**src/rtl/div_if.sv**
```systemverilog
// Request/response bundle between the execute stage and the multi-cycle divider.
interface div_if #(
  parameter int unsigned XLEN = 64
);
  logic            flush;
  logic            in_valid;
  logic            in_ready;
  logic            is_w;
  logic            is_rem;
  logic            is_unsigned;
  logic [XLEN-1:0] a;
  logic [XLEN-1:0] b;
  logic            out_valid;
  logic            out_ready;
  logic [XLEN-1:0] out_data;

  modport master (
    output flush, in_valid, is_w, is_rem, is_unsigned, a, b, out_ready,
    input  in_ready, out_valid, out_data
  );

  modport slave (
    input  flush, in_valid, is_w, is_rem, is_unsigned, a, b, out_ready,
    output in_ready, out_valid, out_data
  );
endinterface

```
**src/rtl/div_unit.sv**
```systemverilog
// Radix-2 restoring divider for DIV/DIVU/REM/REMU and their W variants.
// One quotient bit per cycle; divide-by-zero and signed overflow finish at accept.
module div_unit #(
  parameter int unsigned XLEN = 64
) (
  input  logic clk,
  input  logic resetn,
  div_if.slave io
);
  localparam int unsigned HW = XLEN / 2;
  localparam int unsigned CW = $clog2(XLEN);

  typedef enum logic [1:0] {IDLE, BUSY, DONE} state_t;

  state_t          state;
  logic [CW-1:0]   cnt;
  logic            w_q;
  logic            rem_q;
  logic            neg_q;
  logic            neg_r;
  logic [XLEN-1:0] quo;
  logic [XLEN-1:0] rem;
  logic [XLEN-1:0] dvs;
  logic            in_ready;
  logic            out_valid;
  logic [XLEN-1:0] out_data;

  function automatic logic [XLEN-1:0] ext_half(input logic [HW-1:0] x, input logic sgn);
    return sgn ? {{HW{x[HW-1]}}, x} : {{HW{1'b0}}, x};
  endfunction

  function automatic logic [XLEN-1:0] sext_half(input logic [HW-1:0] x);
    return {{HW{x[HW-1]}}, x};
  endfunction

  // Operand preparation and special-case detection at accept
  logic            sgn_op;
  logic [XLEN-1:0] op_a;
  logic [XLEN-1:0] op_b;
  logic            a_neg;
  logic            b_neg;
  logic [XLEN-1:0] abs_a;
  logic [XLEN-1:0] abs_b;
  logic [XLEN-1:0] min_val;
  logic            div_zero;
  logic            ovf;
  logic [XLEN-1:0] spec_raw;
  logic [XLEN-1:0] spec_res;

  always_comb begin
    sgn_op   = !io.is_unsigned;
    op_a     = io.is_w ? ext_half(io.a[HW-1:0], sgn_op) : io.a;
    op_b     = io.is_w ? ext_half(io.b[HW-1:0], sgn_op) : io.b;
    a_neg    = sgn_op && op_a[XLEN-1];
    b_neg    = sgn_op && op_b[XLEN-1];
    abs_a    = a_neg ? XLEN'(-op_a) : op_a;
    abs_b    = b_neg ? XLEN'(-op_b) : op_b;
    min_val  = io.is_w ? {{(HW+1){1'b1}}, {(HW-1){1'b0}}} : {1'b1, {(XLEN-1){1'b0}}};
    div_zero = (op_b == '0);
    ovf      = sgn_op && (op_a == min_val) && (op_b == '1);
    if (div_zero) spec_raw = io.is_rem ? op_a : '1;
    else          spec_raw = io.is_rem ? '0 : op_a;
    spec_res = io.is_w ? sext_half(spec_raw[HW-1:0]) : spec_raw;
  end

  // One restoring step; on the last step the sign-corrected result is formed here too
  logic            msb;
  logic [XLEN:0]   rem_sh;
  logic            ge;
  logic [XLEN-1:0] rem_nx;
  logic [XLEN-1:0] quo_nx;
  logic [XLEN-1:0] q_fix;
  logic [XLEN-1:0] r_fix;
  logic [XLEN-1:0] res_raw;
  logic [XLEN-1:0] res;
  logic            last;

  always_comb begin
    msb     = w_q ? quo[HW-1] : quo[XLEN-1];
    rem_sh  = {rem, msb};
    ge      = (rem_sh >= {1'b0, dvs});
    rem_nx  = ge ? XLEN'(rem_sh - {1'b0, dvs}) : rem_sh[XLEN-1:0];
    quo_nx  = {quo[XLEN-2:0], ge};
    q_fix   = neg_q ? XLEN'(-quo_nx) : quo_nx;
    r_fix   = neg_r ? XLEN'(-rem_nx) : rem_nx;
    res_raw = rem_q ? r_fix : q_fix;
    res     = w_q ? sext_half(res_raw[HW-1:0]) : res_raw;
    last    = (cnt == (w_q ? CW'(HW - 1) : CW'(XLEN - 1)));
  end

  always_ff @(posedge clk or negedge resetn) begin
    if (!resetn) begin
      state     <= IDLE;
      cnt       <= '0;
      w_q       <= 1'b0;
      rem_q     <= 1'b0;
      neg_q     <= 1'b0;
      neg_r     <= 1'b0;
      quo       <= '0;
      rem       <= '0;
      dvs       <= '0;
      in_ready  <= 1'b1;
      out_valid <= 1'b0;
      out_data  <= '0;
    end else if (io.flush) begin
      state     <= IDLE;
      cnt       <= '0;
      in_ready  <= 1'b1;
      out_valid <= 1'b0;
    end else begin
      case (state)
        IDLE: begin
          if (io.in_valid) begin
            w_q      <= io.is_w;
            rem_q    <= io.is_rem;
            in_ready <= 1'b0;
            if (div_zero || ovf) begin
              out_data  <= spec_res;
              out_valid <= 1'b1;
              state     <= DONE;
            end else begin
              quo   <= abs_a;
              dvs   <= abs_b;
              rem   <= '0;
              neg_q <= a_neg ^ b_neg;
              neg_r <= a_neg;
              cnt   <= '0;
              state <= BUSY;
            end
          end
        end
        BUSY: begin
          quo <= quo_nx;
          rem <= rem_nx;
          cnt <= cnt + CW'(1);
          if (last) begin
            out_data  <= res;
            out_valid <= 1'b1;
            state     <= DONE;
          end
        end
        DONE: begin
          if (io.out_ready) begin
            out_valid <= 1'b0;
            in_ready  <= 1'b1;
            state     <= IDLE;
          end
        end
        default: begin
          state    <= IDLE;
          in_ready <= 1'b1;
        end
      endcase
    end
  end

  assign io.in_ready  = in_ready;
  assign io.out_valid = out_valid;
  assign io.out_data  = out_data;
endmodule

```
**src/flat_wrapper.sv**
```systemverilog
// flat-port wrapper written by rule: the top's interface ports become plain ports
module div_unit_flat 
#(
  parameter int unsigned XLEN = 64
)
  (clk, resetn, io_flush, io_in_valid, io_is_w, io_is_rem, io_is_unsigned, io_a, io_b, io_out_ready, io_in_ready, io_out_valid, io_out_data);
  div_if #(.XLEN(XLEN)) io_i ();
  input  logic clk;
  input  logic resetn;
  input wire logic [$bits(io_i.flush)-1:0] io_flush;
  input wire logic [$bits(io_i.in_valid)-1:0] io_in_valid;
  input wire logic [$bits(io_i.is_w)-1:0] io_is_w;
  input wire logic [$bits(io_i.is_rem)-1:0] io_is_rem;
  input wire logic [$bits(io_i.is_unsigned)-1:0] io_is_unsigned;
  input wire logic [$bits(io_i.a)-1:0] io_a;
  input wire logic [$bits(io_i.b)-1:0] io_b;
  input wire logic [$bits(io_i.out_ready)-1:0] io_out_ready;
  output wire logic [$bits(io_i.in_ready)-1:0] io_in_ready;
  output wire logic [$bits(io_i.out_valid)-1:0] io_out_valid;
  output wire logic [$bits(io_i.out_data)-1:0] io_out_data;
  assign io_i.flush = io_flush;
  assign io_i.in_valid = io_in_valid;
  assign io_i.is_w = io_is_w;
  assign io_i.is_rem = io_is_rem;
  assign io_i.is_unsigned = io_is_unsigned;
  assign io_i.a = io_a;
  assign io_i.b = io_b;
  assign io_i.out_ready = io_out_ready;
  assign io_in_ready = io_i.in_ready;
  assign io_out_valid = io_i.out_valid;
  assign io_out_data = io_i.out_data;
  div_unit #(.XLEN(XLEN)) u_core (.clk(clk), .resetn(resetn), .io(io_i));
endmodule
```
**config.mk**
```make
export PLATFORM = sky130hd
export DESIGN_NAME = div_unit_flat
export DESIGN_NICKNAME = d
export VERILOG_FILES = /design/src/rtl/div_if.sv /design/src/rtl/div_unit.sv /design/src/flat_wrapper.sv
export SDC_FILE = /design/constraint.sdc
export NUM_CORES = 1
export LEC_CHECK = 0
export CAP_MARGIN = 10
export CORE_ASPECT_RATIO = 0.8
export CORE_UTILIZATION = 46
export DETAILED_ROUTE_END_ITERATION = 7
export PLACE_DENSITY_LB_ADDON = 0.12
export RECOVER_POWER = 25
export SYNTH_ARGS = -nofsm -noshare
export SYNTH_HDL_FRONTEND = slang
export SYNTH_SLANG_ARGS = --single-unit
```
**constraint.sdc**
```tcl
create_clock -name clk -period 6.9 [get_ports clk]
set_input_delay 1.725 -clock clk [delete_from_list [all_inputs] [get_ports clk]]
set_output_delay 1.725 -clock clk [all_outputs]
set_load 0.1 [all_outputs]
```
==> impl_metrics.yaml, run 1 <==
drt:
  via_per_inst: 6.52
  drt_iter0_drc: 4270
  ant_nets: 0
  drc: 0
  vias: 29600
  dr.pass1.iters: 6
  wl_per_cell_um: 25.4
  postRouteWirelength_um: 116000
logic_synthesis:
  ys_types: 109
  async_flop_share: 1.00
  ys.flop_type: "dfrtp_1"
  netlist_instances: 3680
  ys_seq_area_frac: 0.253
  syn_nets: 3890
  syn_area_per_cell_um2: 7.25
  synth_edf_count: 0
  synth_warnings: 0
  synth_seq_cells: 270
  syn-cell-area_um2: 26700
min_path:
  hp-class: "reg2reg"
  min_from: "u_core.io.out_data[11]"
grt:
  track_usage: 0.383
  grt_max_degree: 129
  grt_pass1_wl_um: 172000
  grt-ovfl-total: 0
  grt_pass1_vias: 26400
  antenna_found_initial: 4
timing:
  finalHoldViolCount: 0
  setup_violations: 0
  max_freq_mhz: 164
  fin_crit_sh: 0.881
  rsz0062_at_grt: "false"
  finalClockSkew_ps: 46.7
  layout_min_cycle_time_ps: 6080
  setup_tns_ps: 0
  holdWs_ps: 475
  tightest_slew_ps: 3570
  slew_viol_final: 204
  slew_headroom: -1.38
finish:
  final_nets: 3968
  drive_gt1_frac: 0.0610
  fillers: 5678
  area_growth_pct: 14.9
  multi_input_area_um2: 18500
  regArea_um2: 6760
setup_path:
  critPathRequiredTime_ps: 7380
  crit_top_cell: "buf_4"
  crit_buf_inv: 5
  cp-startpoint: "u_core.rem[30]"
  path_class: "reg2reg"
  startpoint_type: "register"
  cp.arrival_ps: 6560
  critical_path.top_delay_family: "simple AND/OR/NAND/NOR gates"
  crit_path_max_fanout: 29
  r2r_start: "u_core.rem[30]"
  critical_path.max_stage_delay_ps: 620
  cp_slowest_cell: "ha_1"
  worstSetupEndpointType: "register"
  path_cells: "ha_1, nand4_1, nor2_1, a221oi_2, buf_4, nand2_1, o211ai_4, nand3_4, buf_4, nand2_1, nand2_1, ha_1, inv_1, nor4b_1, buf_4, nand4_1, a221oi_1, buf_4, nand3_1, nor2_1, mux2_2, o31ai_1"
cts:
  insertion_delay_ps: 590
  cts_resized: 0
  clk_pin_slew_ps: 60
  clock_path_buffers: 3
  cts_buffers: 35
  cts_htree_levels: 2
  cts_sinks: 270
  postCtsHoldBufs: 0
  post-cts-setup-buffers: 0
  clockRootBuffer: "clkbuf_16"
  cts_tree: "built"
floorplanning:
  row_count: 78
  start_util: 0.468
  die_x_um: 271
  ioPinCount: 202
  die_height_um: 217
  die_area_um2: 59000
  fp.coreArea_um2: 57000
place:
  dp_hpwl_um: 89800
  place_congestion: 1.03
  port-buffer-count: 201
run:
  drv_cap: 2
status:
  status: "finished, violations left"
  violations: "max-capacitance violations, max-slew violations"
## tightest hold or removal path: stages (launching register included)
cell	delay, ps
dfrtp_1	340
nand2_1	40
o21ai_0	60
## path summary, 6_finish.rpt
| path | endpoint | slack (ps) | depth (start not counted) |
|---|---|---|---|
| min in group asynchronous | u_core.rem[8] | 1100 | 1 |
| min reg2reg | u_core.io.out_data[11] | 480 | 2 |
| min | u_core.io.out_data[11] | 480 | 2 |
| max in group asynchronous | u_core.quo[38] | 1910 | 2 |
| max | u_core.io.out_data[54] | 820 | 22 |
| max reg2reg | u_core.io.out_data[54] | 820 | 22 |
## sequential cells by signal, indices dropped and copies added (netlist names)
register             cells
u_core.io.out_valid      1
u_core.cnt               6
u_core.w_q               1
u_core.quo              64
u_core.dvs              64
u_core.io.out_data      64
u_core.neg_r             1
u_core.state             2
u_core.io.in_ready       1
u_core.rem              64
u_core.neg_q             1
u_core.rem_q             1
## stage by stage
step | cell area [um2] | utilization | setup WS, ps | std cells
5_1_grt | 30700 | 0.538 | 470 | 4544
4_1_cts | 30700 | 0.538 | 954 | 4544
3_5_place_dp | 29400 | 0.516 | 897 | 4481
2_1_floorplan | 26700 | - | 1190 | 3680
3_3_place_gp | 29400 | 0.516 | 935 | 4481
6_report | 30700 | 0.538 | 819 | 4545
## synthesized netlist by cell type, types with 28 or more instances
| master | number | share of area |
|---|---|---|
| dfrtp_1 | 269 | 0.25 |
| o21ai_0 | 346 | 0.065 |
| a31oi_1 | 51 | 0.012 |
| a21oi_1 | 338 | 0.063 |
| maj3_1 | 48 | 0.018 |
| and2_1 | 31 | 0.0073 |
| o31ai_1 | 98 | 0.028 |
| xnor2_1 | 114 | 0.037 |
| nor2_1 | 350 | 0.049 |
| nand2_1 | 511 | 0.072 |
| nor3_1 | 99 | 0.019 |
| o211ai_1 | 32 | 0.0090 |
| or3_1 | 48 | 0.011 |
| a211oi_1 | 39 | 0.011 |
| inv_1 | 140 | 0.020 |
| a21o_1 | 31 | 0.0087 |
| nand2b_1 | 28 | 0.0066 |
| clkbuf_1 | 159 | 0.022 |
| nand4_1 | 72 | 0.017 |
| nand3_1 | 83 | 0.016 |
| ha_1 | 73 | 0.034 |
| mux2i_1 | 62 | 0.023 |
| buf_2 | 62 | 0.012 |
| or4_1 | 37 | 0.010 |
| nor4_1 | 46 | 0.011 |
| xor2_1 | 121 | 0.040 |
## area by class of cell
type / count / share of cell area
diodes: 1 / 0.0000816
clock buffers: 42 / 0.0317
clock inverters: 21 / 0.00975
inverters: 143 / 0.0175
multi-input cells: 3025 / 0.602
flip-flops and latches: 270 / 0.220
well taps: 760 / 0.0310
repair buffers: 283 / 0.0875
## metal layers
metal  vias up  track usage  wire length [um]
li1      13600            -                 -
met1     14100        0.569             51900
met2      1753        0.538             46600
met3       194        0.107             14100
met4         4       0.0933              2990
met5         -            0                23
## cells by family after synthesis
| group | share of synthesized area |
|---|---|
| muxes | 0.0279 |
| adders and majority gates | 0.0530 |
| DFF | 0.253 |
| and+or+nand+nor | 0.250 |
| xor gates and xnor gates | 0.0771 |
| AOI/OAI and AO/OA | 0.281 |
| buffers and inverters | 0.0572 |
## cells in the final DEF (no fill, tap or decap), types with 12 or more instances in the layout
cell type	n
nand3_1	83
or2_2	14
ha_1	72
o21ai_0	346
and3_1	12
nor3_1	99
a31oi_1	51
a21o_1	31
o21a_1	13
xor2_1	121
a21oi_1	334
nand2b_1	27
dfrtp_1	267
nor2_1	349
inv_1	140
xnor2_1	114
o31ai_1	98
a211oi_1	39
and4_1	15
mux2i_1	62
and2_1	31
nand4_1	72
o211ai_1	32
or3_1	48
or4_1	37
nor4_1	45
maj3_1	48
o41ai_1	25
clkdlybuf4s50_1	199
clkbuf_16	36
a21boi_0	15
buf_4	75
a221oi_1	15
nand2_1	511
o21ai_1	14
Power of run 1 is left out: the tool's default activity adds up to more than one toggle a clock period on the data nets, which glitch-free logic cannot reach.
==> run 2, diff against run 1 <==
--- a/config.mk
+++ b/config.mk
@@ -8,9 +8,12 @@
 export CAP_MARGIN = 10
 export CORE_ASPECT_RATIO = 0.8
 export CORE_UTILIZATION = 46
+export CTS_BUF_LIST = sky130_fd_sc_hd__clkbuf_4
 export DETAILED_ROUTE_END_ITERATION = 7
+export GPL_ROUTABILITY_DRIVEN = 0
 export PLACE_DENSITY_LB_ADDON = 0.12
 export RECOVER_POWER = 25
 export SYNTH_ARGS = -nofsm -noshare
 export SYNTH_HDL_FRONTEND = slang
 export SYNTH_SLANG_ARGS = --single-unit
+export TNS_END_PERCENT = 20
==> run 2 against run 1 <==
The flow still finishes with violations (max-capacitance violations, max-slew violations); maximum frequency decreased by 6.5%; highest routed layer unchanged; cell area decreased by 1.0%; critical path type unchanged; first-iteration DRC count grew 1.5%.
==> impl_metrics.yaml, run 2 (synthesis results as in run 1) <==
status:
  status: "finished, violations left"
  violations: "max-capacitance violations, max-slew violations"
cts:
  clk_pin_slew_ps: 70
  cts_sinks: 270
  post-cts-setup-buffers: 0
  insertion_delay_ps: 880
  cts_buffers: 81
  clockRootBuffer: "clkbuf_4"
  postCtsHoldBufs: 0
  cts_tree: "built"
  clock_path_buffers: 3
  cts_htree_levels: 3
  cts_resized: 0
timing:
  rsz0062_at_grt: "false"
  finalHoldViolCount: 0
  slew_viol_final: 83
  setup_tns_ps: 0
  max_freq_mhz: 154
  slew_headroom: -2.24
  layout_min_cycle_time_ps: 6500
  finalClockSkew_ps: 77.2
  fin_crit_sh: 0.943
  tightest_slew_ps: 4860
  setup_violations: 0
grt:
  grt-ovfl-total: 0
  antenna_found_initial: 3
  track_usage: 0.376
  grt_max_degree: 121
  grt_pass1_wl_um: 170000
  grt_pass1_vias: 26700
finish:
  mostFrequentLayoutCell: "nand2_1"
  drive_gt1_frac: 0.0737
  final_nets: 4012
  fin_cells: 4620
  area_growth_pct: 13.7
  final_util: 0.533
  final_cell_mix: "nand2_1, nor2_1, o21ai_0"
drt:
  drt_iter0_drc: 4334
  via_per_inst: 6.46
  drc: 0
  dr.pass1.iters: 6
  postRouteWirelength_um: 113000
  ant_nets: 0
  vias: 29800
  wl_per_cell_um: 24.5
floorplanning:
  die_height_um: 217
  start_util: 0.468
  die_area_um2: 59000
  fp.coreArea_um2: 57000
  ioPinCount: 202
  die_x_um: 271
  row_count: 78
setup_path:
  crit_path_max_fanout: 8
  path_class: "reg2reg"
  cp.arrival_ps: 7250
  startpoint_type: "register"
  worstSetupEndpointType: "register"
  critPathRequiredTime_ps: 7650
place:
  placed_cells: 4479
  port-buffer-count: 201
  dp_hpwl_um: 87300
run:
  drv_cap: 1
min_path:
  hp-class: "reg2reg"
run 2: cell types whose count changed in the layout (fill, tap and decap cells not counted), sizes merged:
cell / before / now
clkbuf: 44 / 113
clkinv: 14 / 22
bufinv: 7 / 1
diode: 1 / 5
buf: 82 / 80
clkinvlp: 0 / 2
clkdlybuf4s50: 199 / 198
dlygate4sd3: 0 / 1
run 2: final timing paths:
| path | cells past startpoint | slack, ps | startpoint | end |
|---|---|---|---|---|
| worst max-delay path | 17 | 400 | u_core.w_q | u_core.io.out_data[61] |
| worst min-delay path | 2 | 480 | u_core.dvs[57] | u_core.dvs[57] |
| worst max register to register | 17 | 400 | u_core.w_q | u_core.io.out_data[61] |
| worst min register to register | 2 | 480 | u_core.dvs[57] | u_core.dvs[57] |
| max in group asynchronous | 1 | 1470 | resetn | u_core.dvs[49] |
| min in group asynchronous | 1 | 2620 | resetn | u_core.dvs[7] |
run 2: cell type report:
cell class / instances / area, um2
fillers: 5731 / 26600
multi-input cells: 3025 / 18500
flip-flops and latches: 270 / 6760
repair buffers: 281 / 2670
well taps: 760 / 951
clock buffers: 111 / 833
inverters: 143 / 537
clock inverters: 25 / 131
diodes: 5 / 12.5
run 2: worst max-delay path, stage by stage, from the launching register on:
cell and delay [ps]:
dfrtp_1 480, mux2i_1 310, buf_4 230, ha_1 170, inv_1 50, fa_1 430, a211oi_1 340, o21ai_1 250
a211oi_1 640, a21oi_1 270, a31oi_1 370, xnor2_1 230, or4_4 580, a221oi_4 480, nand4_1 380, o41ai_1 850
or4b_2 250, nand3_1 70
run 2: stage by stage:
step | cell area (um2) | hold WS (ps) | setup WS, ps
floorplan | 26700 | 449 | 1190
global placement | 29400 | 462 | 847
detailed placement | 29400 | 469 | 825
CTS | 30400 | 482 | 829
global route | 30300 | 493 | 264
finish | 30400 | 478 | 396
run 2: layer usage:
metal  vias up  GRT usage  part of all wire
met5         -          0            0.0013
met4         2     0.0953             0.028
met3       220      0.106              0.13
met2      1874      0.533              0.41
met1     14000      0.553              0.44
li1      13700          -                 -
Power of run 2 is left out for the same reason.
